File: src/rtl/tetris_pkg.sv
// tetris_pkg: button indices, encoded button codes and pad reader state encoding
package tetris_pkg;
   localparam int BTN_IDX_A      = 0;
   localparam int BTN_IDX_B      = 1;
   localparam int BTN_IDX_SELECT = 2;
   localparam int BTN_IDX_START  = 3;
   localparam int BTN_IDX_UP     = 4;
   localparam int BTN_IDX_DOWN   = 5;
   localparam int BTN_IDX_LEFT   = 6;
   localparam int BTN_IDX_RIGHT  = 7;
   localparam logic [3:0] BTN_NONE   = 4'b0000;
   localparam logic [3:0] BTN_A      = 4'b0001;
   localparam logic [3:0] BTN_B      = 4'b0010;
   localparam logic [3:0] BTN_SELECT = 4'b0011;
   localparam logic [3:0] BTN_START  = 4'b0100;
   localparam logic [3:0] BTN_UP     = 4'b0101;
   localparam logic [3:0] BTN_DOWN   = 4'b0110;
   localparam logic [3:0] BTN_LEFT   = 4'b0111;
   localparam logic [3:0] BTN_RIGHT  = 4'b1000;
   typedef logic [2:0] pad_state_t;
   localparam pad_state_t ST_IDLE   = 3'd0;
   localparam pad_state_t ST_LATCH  = 3'd1;
   localparam pad_state_t ST_GAP    = 3'd2;
   localparam pad_state_t ST_CLK_HI = 3'd3;
   localparam pad_state_t ST_CLK_LO = 3'd4;
   localparam pad_state_t ST_UPDATE = 3'd5;
   // lowest pressed index wins; code is index+1
   function automatic logic [3:0] btn_encode(input logic [7:0] b);
      logic [3:0] c;
      c = BTN_NONE;
      for (int i = 7; i >= 0; i--)
         if (b[i]) c = 4'(i + 1);
      return c;
   endfunction
endpackage

File: src/rtl/nes_pad_if.sv
// nes_pad_if: serial pad wires plus the decoded button outputs
interface nes_pad_if;
   logic       pad_data;
   logic       pad_latch;
   logic       pad_clk;
   logic [7:0] buttons;
   logic [3:0] controller_out;
   logic       frame_valid;
   modport master (input pad_data, output pad_latch, pad_clk, buttons, controller_out, frame_valid);
   modport slave (output pad_data, input pad_latch, pad_clk, buttons, controller_out, frame_valid);
endinterface

File: src/rtl/button_debouncer.sv
// button_debouncer: accepts a frame only after DEBOUNCE_POLLS identical polls
module button_debouncer
   import tetris_pkg::*;
#(
   parameter int DEBOUNCE_POLLS = 2
) (
   input  logic       clk,
   input  logic       reset,
   input  logic [7:0] raw,
   input  logic       update,
   output logic [7:0] buttons,
   output logic [3:0] controller_out,
   output logic       frame_valid
);
   localparam logic [2:0] DB = 3'(DEBOUNCE_POLLS);
   logic [7:0] prev_raw;
   logic [2:0] stable_cnt, cnt_next;
   always_comb cnt_next = raw != prev_raw ? 3'd1 : stable_cnt == DB ? DB : stable_cnt + 3'd1;
   always_ff @(posedge clk) begin
      if (!reset) begin
         prev_raw       <= '0;
         stable_cnt     <= '0;
         buttons        <= '0;
         controller_out <= BTN_NONE;
         frame_valid    <= 1'b0;
      end else begin
         frame_valid <= update;
         if (update) begin
            stable_cnt <= cnt_next;
            prev_raw   <= raw;
            if (cnt_next == DB) begin
               buttons        <= raw;
               controller_out <= btn_encode(raw);
            end
         end
      end
   end
endmodule

File: src/rtl/nes_pad_reader.sv
// nes_pad_reader: polls an NES serial pad, generates latch/clock strobes and
// presents debounced buttons plus a priority code
module nes_pad_reader
   import tetris_pkg::*;
#(
   parameter int HALF_BIT_CYCLES = 300,
   parameter int POLL_CYCLES     = 833333,
   parameter int DEBOUNCE_POLLS  = 2
) (
   input logic      clk,
   input logic      reset,
   nes_pad_if.master pad
);
   localparam int PW  = $clog2(POLL_CYCLES);
   localparam int PHW = $clog2(2 * HALF_BIT_CYCLES);
   localparam logic [PW-1:0]  POLL_END = PW'(POLL_CYCLES - 1);
   localparam logic [PHW-1:0] PH_H     = PHW'(HALF_BIT_CYCLES - 1);
   localparam logic [PHW-1:0] PH_2H    = PHW'(2 * HALF_BIT_CYCLES - 1);
   logic [PW-1:0]  poll_cnt;
   logic [PHW-1:0] phase;
   logic [2:0]     k;
   logic [7:0]     raw;
   logic           s1, s2, last, sample;
   pad_state_t     state, state_next;
   always_comb begin
      last       = state == ST_LATCH ? phase == PH_2H : phase == PH_H;
      sample     = last && (state == ST_GAP || state == ST_CLK_LO);
      state_next = state == ST_IDLE   ? (poll_cnt == POLL_END ? ST_LATCH : ST_IDLE) :
                   state == ST_UPDATE ? ST_IDLE :
                   !last              ? state :
                   state == ST_LATCH  ? ST_GAP :
                   state == ST_CLK_HI ? ST_CLK_LO :
                   state == ST_CLK_LO ? (k == 3'd7 ? ST_UPDATE : ST_CLK_HI) : ST_CLK_HI;
   end
   // k wraps 7->0 after the last sample so the next GAP samples bit 0
   always_ff @(posedge clk) begin
      if (!reset) begin
         s1            <= 1'b1;
         s2            <= 1'b1;
         poll_cnt      <= '0;
         phase         <= '0;
         k             <= '0;
         raw           <= '0;
         state         <= ST_IDLE;
         pad.pad_latch <= 1'b0;
         pad.pad_clk   <= 1'b0;
      end else begin
         s1            <= pad.pad_data;
         s2            <= s1;
         poll_cnt      <= poll_cnt == POLL_END ? '0 : poll_cnt + 1'b1;
         state         <= state_next;
         phase         <= (state_next != state || state == ST_IDLE) ? '0 : phase + 1'b1;
         pad.pad_latch <= state_next == ST_LATCH;
         pad.pad_clk   <= state_next == ST_CLK_HI;
         if (sample) begin
            raw[k] <= ~s2;
            k      <= k + 3'd1;
         end
      end
   end
   button_debouncer #(.DEBOUNCE_POLLS(DEBOUNCE_POLLS)) u_debouncer (
      .clk(clk),
      .reset(reset),
      .raw(raw),
      .update(state == ST_UPDATE),
      .buttons(pad.buttons),
      .controller_out(pad.controller_out),
      .frame_valid(pad.frame_valid)
   );
endmodule

File: src/flat_wrapper.sv
// flat-port wrapper written by rule: the top's interface ports become plain ports
module nes_pad_reader_flat import tetris_pkg::*;
#(
   parameter int HALF_BIT_CYCLES = 300,
   parameter int POLL_CYCLES     = 833333,
   parameter int DEBOUNCE_POLLS  = 2
)
  (clk, reset, pad_pad_data, pad_pad_latch, pad_pad_clk, pad_buttons, pad_controller_out, pad_frame_valid);
  nes_pad_if pad_i ();
  input logic clk;
  input logic reset;
  input wire logic [$bits(pad_i.pad_data)-1:0] pad_pad_data;
  output wire logic [$bits(pad_i.pad_latch)-1:0] pad_pad_latch;
  output wire logic [$bits(pad_i.pad_clk)-1:0] pad_pad_clk;
  output wire logic [$bits(pad_i.buttons)-1:0] pad_buttons;
  output wire logic [$bits(pad_i.controller_out)-1:0] pad_controller_out;
  output wire logic [$bits(pad_i.frame_valid)-1:0] pad_frame_valid;
  assign pad_i.pad_data = pad_pad_data;
  assign pad_pad_latch = pad_i.pad_latch;
  assign pad_pad_clk = pad_i.pad_clk;
  assign pad_buttons = pad_i.buttons;
  assign pad_controller_out = pad_i.controller_out;
  assign pad_frame_valid = pad_i.frame_valid;
  nes_pad_reader #(.HALF_BIT_CYCLES(HALF_BIT_CYCLES), .POLL_CYCLES(POLL_CYCLES), .DEBOUNCE_POLLS(DEBOUNCE_POLLS)) u_core (.clk(clk), .reset(reset), .pad(pad_i));
endmodule
File: config.mk
export PLATFORM = sky130hd
export DESIGN_NAME = nes_pad_reader_flat
export DESIGN_NICKNAME = d
export VERILOG_FILES = /design/src/rtl/tetris_pkg.sv /design/src/rtl/nes_pad_if.sv /design/src/rtl/button_debouncer.sv /design/src/rtl/nes_pad_reader.sv /design/src/flat_wrapper.sv
export SDC_FILE = /design/constraint.sdc
export NUM_CORES = 1
export LEC_CHECK = 0
export ABC_AREA = 1
export CORE_ASPECT_RATIO = 1.1
export CORE_MARGIN = 1.5
export CORE_UTILIZATION = 35
export CTS_CLUSTER_SIZE = 24
export DETAILED_ROUTE_END_ITERATION = 8
export DONT_BUFFER_PORTS = 1
export PLACE_DENSITY_LB_ADDON = 0.05
export SYNTH_ARGS = -nofsm -noshare
export SYNTH_HDL_FRONTEND = slang
export SYNTH_SLANG_ARGS = --single-unit
File: constraint.sdc
create_clock -name clk -period 2.5 [get_ports clk]
set_input_delay 0.5 -clock clk [delete_from_list [all_inputs] [get_ports clk]]
set_output_delay 0.5 -clock clk [all_outputs]
set_load 0.05 [all_outputs]
# Word-level counts from Yosys, hierarchy flattened
# Cells that the tools add are included.
dict set report classes {
  bitwise_logic 2
  n_addsub 4
  muxes 22
  magnitude_cmp 2
  eq_ne 15
  n_reduce_logical 8
}
# cell n
set op_table {}
lappend op_table {{two-way mux 4 bit} 8}
lappend op_table {{two-way mux 3 bit} 9}
lappend op_table {{adder 20 x 1 -> 20 bit (second input constant)} 1}
lappend op_table {{== test 20 bit (second input constant)} 1}
lappend op_table {{== test 3 x 2 -> 1 bit (second input constant)} 5}
lappend op_table {{adder 10 x 1 -> 10 bit (second input constant)} 1}
lappend op_table {{== test 10 bit (second input constant)} 1}
lappend op_table {{== test 10 x 9 -> 1 bit (second input constant)} 1}
lappend op_table {{== test 3 bit (second input constant)} 3}
lappend op_table {{bitwise mux 8 bit} 1}
lappend op_table {{!= test 8 bit} 1}
lappend op_table {{adder 3 x 1 -> 3 bit (second input constant)} 2}
lappend op_table {{== test 3 x 1 -> 1 bit (second input constant)} 2}
lappend op_table {{< comparator 3 x 4 -> 1 bit (second input constant)} 1}
lappend op_table {{OR reduction 2 bit} 2}
lappend op_table {{demux 1 bit (select 3 bit)} 1}
lappend op_table {{greater-or-equal comparator 3 x 1 -> 1 bit (second input constant)} 1}
lappend op_table {{zero test 3 bit} 1}
lappend op_table {{two-way mux 1 bit} 3}
lappend op_table {{!= test 3 bit} 1}
lappend op_table {{logical AND 1 bit} 2}
lappend op_table {{logical OR 1 bit} 2}
lappend op_table {{inverter 1 bit} 2}
lappend op_table {{AND reduction 2 bit} 1}
dict set report totals {
  output_inout_bits 15
  elab_cells 67
  input_bits 3
  reg_bits 72
}

# Depth between registers and ports, before layout
# Gate-level depths: netlist of the first run.
dict set report depth {
  word_depth 11
  ltp_mapped 15
  depth_no_buf 15
}

# Cells and area by module
# From an unflattened synthesis of the first run, not the netlist that was laid out.
dict set report unflattened {
  cells_unflattened 498
  area_unflattened_um2 3543.4
}
# mod area_per_inst_um2 cells_per_inst seq_area_each_um2 instances
set by_module_without_submodules {}
lappend by_module_without_submodules {nes_pad_reader 2391.0 325 960.9 1}
lappend by_module_without_submodules {button_debouncer 1152.4 173 480.5 1}

# Worst setup path after synthesis of the first run
# Ideal clock, no wire load.
dict set report synth_path {
  kind {register -> register}
  from {reg u_core.poll_cnt[0]}
  to {reg u_core.poll_cnt[18]}
  setup_slack_ns 0.863
  stages_incl_launch_ff 13
  required_time_ns 2.373
  setup_time_ns 0.127
  path_buffers 0
  period_less_slack_ns 1.637
  t_arrival_ns 1.510
  cell_sequence {dfxtp_1 > ha_1 > nand2_1 > inv_1 > nand2_1 > nor2_2 > nand3_2 > nor2_2 > nand2_1 > nor3_1 > nand2_1 > nor2_1 > nor3b_2}
}
dict set report synth_between {
  elab_chain_cells 2
  elab_cells_between_ends 3
  cone_classes {1 x add/sub; 1 x eq/ne; 1 x reduce/logical}
}
# item line_no
set synth_lines {}
lappend synth_lines {{start, declared} nes_pad_reader.sv:19} ;# logic [PW-1:0] poll_cnt;
lappend synth_lines {{start signal, assigned} nes_pad_reader.sv:50} ;# poll_cnt <= poll_cnt == POLL_END ? '0 : poll_cnt + 1'b1;
lappend synth_lines {{parallel branches: the longest is 2 deep, another holds adder 20 x 1 -> 20 bit} n/a}
# Several ways; the timed one is not identified.
# A chain may end at the register's enable or synchronous reset.

# Final worst setup path of the first run
dict set report layout_path {
  from {reg u_core.raw[4]}
  to {reg u_core.u_debouncer.controller_out[0]}
}
dict set report layout_between {
  elab_chain_cells 5
  elab_cells_between_ends 9
  cone_classes {2 x eq/ne; 6 x mux; 1 x reduce/logical}
}
# item line_no
set layout_lines {}
lappend layout_lines {{start, declared} nes_pad_reader.sv:22} ;# logic [7:0] raw;
lappend layout_lines {{start signal, assigned by index} nes_pad_reader.sv:56} ;# raw[k] <= ~s2;
lappend layout_lines {{parallel branches: the longest is 5 deep, another holds != test 8 bit} n/a}
lappend layout_lines {{end signal, assigned} button_debouncer.sv:33} ;# controller_out <= btn_encode(raw);
lappend layout_lines {{end, declared} button_debouncer.sv:12} ;# output logic [3:0] controller_out,
# Several ways; the timed one is not identified.

==> results.py, run 1 <==
metrics = {
    "timing": {
        "fin_crit_sh_pct": 83.2,
        "tightest_slew_ps": 768,
        "grt_setup_unrepaired": "no",
        "min_period_ps": 2080,
        "setup_ws_ps": 420,
        "clock_skew_ps": 10.6,
        "slew_viol_final": 0,
        "hold_viol": 0,
        "setup_viol": 0,
        "setup_tns_ps": 0,
        "slew_headroom_pct": 48.7,
        "fmax_mhz": 481,
    },
    "layout": {
        "drive_gt1_share_pct": 10.1,
        "fin_nets": 472,
        "syn_to_final_growth_pct": 9.80,
        "antenna-diode-count": 0,
        "final_area_um2": 3730,
        "fin_util_pct": 39.7,
        "mostFrequentLayoutCells": "nand2_1 (88), dfxtp_1 (72), inv_1 (63)",
        "final_common_cell": "nand2_1",
    },
    "power": {
        "p_sw_uw": 490,
        "pwr-share-comb_pct": 1.4,
        "intPower_uw": 1650,
        "sw_frac_of_total_pct": 22.8,
        "ir_drop_uv": 272,
        "power_density_nw_per_um2": 575,
        "power_frac_seq_pct": 53.9,
        "power_leakage_uw": 0.00147,
        "clkPwrFrac_pct": 44.7,
    },
    "floorplanning": {
        "dieArea_um2": 10300,
        "core_area_um2": 9400,
        "start_util_pct": 36.1,
        "die_h_um": 106,
        "io_pins": 18,
        "die_x_um": 96.9,
        "row_count": 37,
    },
    "critical_path": {
        "worstPathRequired_ps": 2690,
        "worst_setup_path_end_kind": "register",
        "criticalPathCategory": "register to register",
        "cp.arrival_ps": 2270,
        "start_kind": "register",
        "path_max_fanout": 23,
    },
    "detailed_routing": {
        "drt-total-wl_um": 7110,
        "viasPerCell": 4.75,
        "drt-initial-drc-count": 106,
        "drc": 0,
        "drt_pass1_iterations": 5,
        "wl_per_cell_um": 12.2,
        "antenna_left": 0,
        "vias": 2774,
    },
    "clock_network": {
        "clockBufferDepth": 2,
        "insertion_delay_ps": 340,
        "cts_inserted_buffers": 9,
        "clkTransAtPathRegs_ps": 80,
        "postCtsSetupBuffers": 0,
        "cts_tree": "done",
        "htree_levels": 3,
        "cts_resized": 0,
        "root_buffer": "clkbuf_8",
        "cts.sinks": 72,
        "cts_hold_buf": 0,
    },
    "grt": {
        "grt_pass1_vias": 2583,
        "gr-total-overflow": 0,
        "antenna_found_initial": 0,
        "gr-usage-all-layers_pct": 14.5,
        "grt_pass1_wl_um": 12000,
        "grt_max_degree": 26,
    },
    "synthesis": {
        "yosys-top-cells-area": "dfxtp_1 (42%), nand2_1 (9.7%), inv_1 (7.0%)",
        "synth_top_area_share_pct": 42.4,
        "synth_area_leader_cell": "dfxtp_1",
        "ys_seq_elements": 72,
        "synth_cell_types": 35,
        "synthFlopType": "dfxtp_1",
        "yosysWarnings": 0,
        "synth_nets": 468,
        "synth_edf_count": 0,
        "async_flop_share_pct": 0,
        "avgSynthCellArea_um2": 7.41,
        "syn-cell-area_um2": 3400,
        "synth_cells": 458,
        "yosysSeqAreaShare_pct": 42.4,
    },
    "flow_run": {
        "drv_cap": 0,
    },
    "run_status": {
        "status": "completed",
    },
    "placement": {
        "io_buffers": 0,
        "place_area_um2": 3520,
        "dp_slack_ps": 472,
        "dp_hpwl_um": 4980,
        "place_congestion": 0.759,
    },
    "worst_hold_path": {
        "hp-class": "primary input to register",
    },
}
[cells by family (layout without fill, tap and decap cells)]
family | Yosys count | count (layout) | share of synthesized area, %
and+or+nand+nor | 216 | 216 | 30.7
adders and majority gates | 7 | 7 | 2.58
xor gates and xnor gates | 13 | 13 | 3.35
buffers and inverters | 76 | 85 | 8.77
AOI/OAI and AO/OA | 74 | 74 | 12.2
DFF | 72 | 72 | 42.4
[final timing paths]
| path | start | endpoint | slack (ps) | depth (start not counted) |
|---|---|---|---|---|
| max reg2reg | u_core.raw[4]$_SDFFE_PN0P_ | u_core.u_debouncer.controller_out[0]$_SDFFE_PN0P_ | 420 | 10 |
| max | u_core.raw[4]$_SDFFE_PN0P_ | u_core.u_debouncer.controller_out[0]$_SDFFE_PN0P_ | 420 | 10 |
| min reg2reg | u_core.s1$_SDFF_PN1_ | u_core.s2$_SDFF_PN1_ | 420 | 1 |
| min | pad_pad_data | u_core.s1$_SDFF_PN1_ | 260 | 1 |
[worst max-delay path, cell delays in order, from the launching register on]
cell and delay [ps]:
dfxtp_1 480, inv_1 160, nand2_1 90, nand4_1 120
nor2_1 110, and2_2 170, nand2_1 110, nor2_4 380
nand2_1 130, o21ai_0 100, a21oi_1 90
[area by class of cell]
class	instances	area, µm²
clock buffer	10	138
clock inverter	6	67.6
fill	984	5670
inverter	67	251
multi-input combinational	310	1660
sequential	72	1440
tap	117	146
timing repair buffer	2	27.5
[cells in the mapped netlist (2+ instances only)]
master and instances:
inv_1 63, nand4_1 9, or2_2 4, nor2_2 4, nor2_4 3, xor2_1 11, inv_2 4, ha_1 7
nand2_2 4, nand3_2 2, nand2_1 88, nor4_1 3, o211ai_1 2, clkbuf_1 5, xnor2_1 2, nor2_8 2
o21ai_0 29, nor3_1 11, o211a_1 3, dfxtp_1 72, nor3b_1 3, nor2_1 54, a211oi_1 9, a21oi_1 30
nand2_4 3, nand3_1 22
[stage by stage]
step | total power [µW] | hold slack [ps] | cells
after global routing | 2240 | 227 | 584
after detailed placement | 1210 | 406 | 568
after global placement | 1210 | 396 | 568
final | 2140 | 255 | 584
after CTS | 2190 | 232 | 584
after floorplan | 1210 | 393 | 458
[metal layers]
metal / part of all wire, % / routed length, µm / GRT usage, % / vias up
met2: 44 / 3130 / 22.7 / 44
met4: 2.1 / 146 / 6.42 / 0
met1: 50 / 3590 / 18.9 / 1235
met3: 3.6 / 253 / 3.81 / 12
met5: 0 / 0 / 0 / -
li1: - / - / - / 1483
[sequential cells by signal, summed over array words and instances (netlist names)]
name,cells
u_core.pad.pad_clk,1
u_core.phase,10
u_core.u_debouncer.buttons,8
u_core.s2,1
u_core.s1,1
u_core.pad.pad_latch,1
u_core.state,3
u_core.raw,8
u_core.u_debouncer.prev_raw,8
u_core.u_debouncer.frame_valid,1
u_core.k,3
u_core.poll_cnt,20
u_core.u_debouncer.stable_cnt,3
u_core.u_debouncer.controller_out,4
[power groups by stage]
stage | registers, µW | logic, µW | clock network [µW]
finish | 1150 | 30.8 | 957
CTS | 1150 | 31.3 | 1000
global placement | 1180 | 31.5 | 0
detailed placement | 1180 | 31.3 | 0
global route | 1160 | 35.8 | 1050
floorplan | 1180 | 24.9 | 0
No activity file was read; power rests on OpenSTA's default activity.
==> run 2: changes to the inputs <==
==> constraint.sdc (replaced) <==
create_clock -name clk -period 1.85 [get_ports clk]
set_input_delay 0.37 -clock clk [delete_from_list [all_inputs] [get_ports clk]]
set_output_delay 0.37 -clock clk [all_outputs]
set_load 0.05 [all_outputs]
==> results.py, run 2 (synthesis gave the netlist of run 1 again) <==
metrics = {
    "timing": {
        "hold_viol": 0,
        "setup_viol": 0,
        "slew_headroom_pct": 65.0,
        "slew_viol_final": 0,
        "min_period_ps": 1790,
        "timing.hold.ws_ps": 141,
        "setup_ws_ps": 62.8,
        "clock_skew_ps": 9.59,
        "fin_crit_sh_pct": 96.6,
        "grt_setup_unrepaired": "yes",
        "fmax_mhz": 560,
        "tightest_slew_ps": 525,
    },
    "detailed_routing": {
        "wl_per_cell_um": 12.2,
        "drt-initial-drc-count": 109,
        "drt_pass1_iterations": 5,
        "antenna_left": 0,
        "drt-total-wl_um": 7440,
        "drc": 0,
        "vias": 2915,
        "viasPerCell": 4.78,
    },
    "critical_path": {
        "cp.arrival_ps": 2020,
        "critPathMaxStageDelay_ps": 340,
        "critPathMostFrequentCell": "nand2_2",
        "path_max_fanout": 5,
        "worst_setup_path_end_kind": "register",
        "path_cells": "inv_2 -> ha_4 -> nand3_4 -> nor4_4 -> nand4_1 -> nand2_2 -> nand3_2 -> nand2_2 -> clkinv_4 -> nand2_8 -> nor2_1",
        "crit_slowest_cell": "dfxtp_2",
        "start_kind": "register",
        "worstPathRequired_ps": 2080,
        "criticalPathCategory": "register to register",
    },
    "floorplanning": {
        "dieArea_um2": 10300,
        "die_h_um": 106,
        "row_count": 37,
        "start_util_pct": 36.1,
        "core_area_um2": 9400,
        "io_pins": 18,
        "die_x_um": 96.9,
    },
    "clock_network": {
        "cts_inserted_buffers": 9,
        "clkTransAtPathRegs_ps": 80,
        "clockBufferDepth": 2,
        "cts.sinks": 72,
        "root_buffer": "clkbuf_8",
        "htree_levels": 3,
        "cts_tree": "done",
        "insertion_delay_ps": 340,
    },
    "run_status": {
        "status": "completed",
    },
    "layout": {
        "fill_cells": 986,
        "antenna-diode-count": 0,
        "top_register": "u_core.poll_cnt",
        "fin_util_pct": 43.9,
        "largest_reg_flops": 20,
        "fin_nets": 498,
        "mostFrequentLayoutCells": "nand2_1 (79), dfxtp_1 (64), inv_1 (60)",
        "finalNonFillerCells": 610,
        "reg.largest.list": "u_core.poll_cnt: 20 flops, u_core.phase: 10 flops",
        "final_common_cell": "nand2_1",
        "syn_to_final_growth_pct": 21.5,
        "drive_gt1_share_pct": 22.5,
    },
    "worst_hold_path": {
        "hp-class": "primary input to register",
    },
    "placement": {
        "dp_slack_ps": -60.2,
        "io_buffers": 0,
        "place_congestion": 0.747,
        "dp_hpwl_um": 5200,
        "place_inst": 586,
    },
    "grt": {
        "grt_pass1_vias": 2651,
        "gr-usage-met1_pct": 19.1,
        "met3_usage_pct": 3.42,
        "grt_use_met2_pct": 23.6,
        "busiest_layer": "met2",
        "antenna_found_initial": 0,
        "grt_max_degree": 26,
        "grt_pass1_wl_um": 12300,
        "gr-total-overflow": 0,
        "gr-usage-all-layers_pct": 14.7,
    },
    "power": {
        "power_density_nw_per_um2": 670,
        "power_leakage_uw": 0.00161,
        "ir_drop_uv": 297,
    },
    "flow_run": {
        "drv_cap": 0,
    },
}
-- run 2: cell types whose count changed in the layout (fill, tap and decap cells not counted), moves of 3 or more --
| cell | delta |
|---|---|
| a211oi_1 | -3 |
| buf_4 | +21 |
| dfxtp_2 | +6 |
| dfxtp_1 | -8 |
| nand2_1 | -9 |
| inv_1 | -3 |
| nand2_2 | +8 |
| a211oi_2 | +3 |
| nand2_8 | +3 |
| nor2_1 | -9 |
| nor2_2 | +7 |
-- run 2: worst max-delay path, delay by kind of cell (launching register included) --
kind          cells  cell delay, ps
flops             1             340
simple gates      8            1040
fa+ha+maj         1             140
buf+inv           2             160
-- run 2: report_power, final --
part	switching (µW)	total [µW]	internal, µW
Sequential	6.37	1560	1550
Combinational	34.8	66.8	32.0
Clock	613	1140	525
Total	654	2760	2110
-- run 2: final timing paths --
check	start	endpoint	slack [ps]	depth (start not counted)
hold / removal	pad_pad_data	u_core.s1$_SDFF_PN1_	140	1
setup / recovery	u_core.poll_cnt[1]$_SDFF_PP0_	u_core.phase[2]$_SDFF_PP0_	60	11
hold reg to reg	u_core.s1$_SDFF_PN1_	u_core.s2$_SDFF_PN1_	430	1
setup reg to reg	u_core.poll_cnt[1]$_SDFF_PP0_	u_core.phase[2]$_SDFF_PP0_	60	11
-- run 2: layout make-up --
cell class              count  area [µm²]  share of cell area (%)
clock inverters             6        45.0                    1.09
multi-input cells         311        1830                    44.3
repair buffers             27         258                    6.25
inverters                  67         256                    6.22
well taps                 117         146                    3.55
flip-flops and latches     72        1460                    35.3
clock buffers              10         138                    3.34
-- run 2: layer usage --
layer	share of wire, %	up-vias
met5	0	-
met4	1.0	0
met3	2.3	5
met2	47	26
met1	50	1347
li1	-	1537
-- run 2: metrics by stage --
step	instance area [µm²]	total power (µW)	TNS [ps]
after floorplan	3400	1630	0
after CTS	3860	2800	0
final	4130	2760	0
after global placement	3660	1640	-122
after global routing	4130	2900	-289
after detailed placement	3660	1640	-287
-- run 2: repair_timing --
action,CTS,global route
resized for setup,5,48
setup buffers,1,6
hold endpoints to repair,0,0
pin swaps,1,16
cloned,0,3
setup endpoints to repair,13,26
hold buffers,0,0
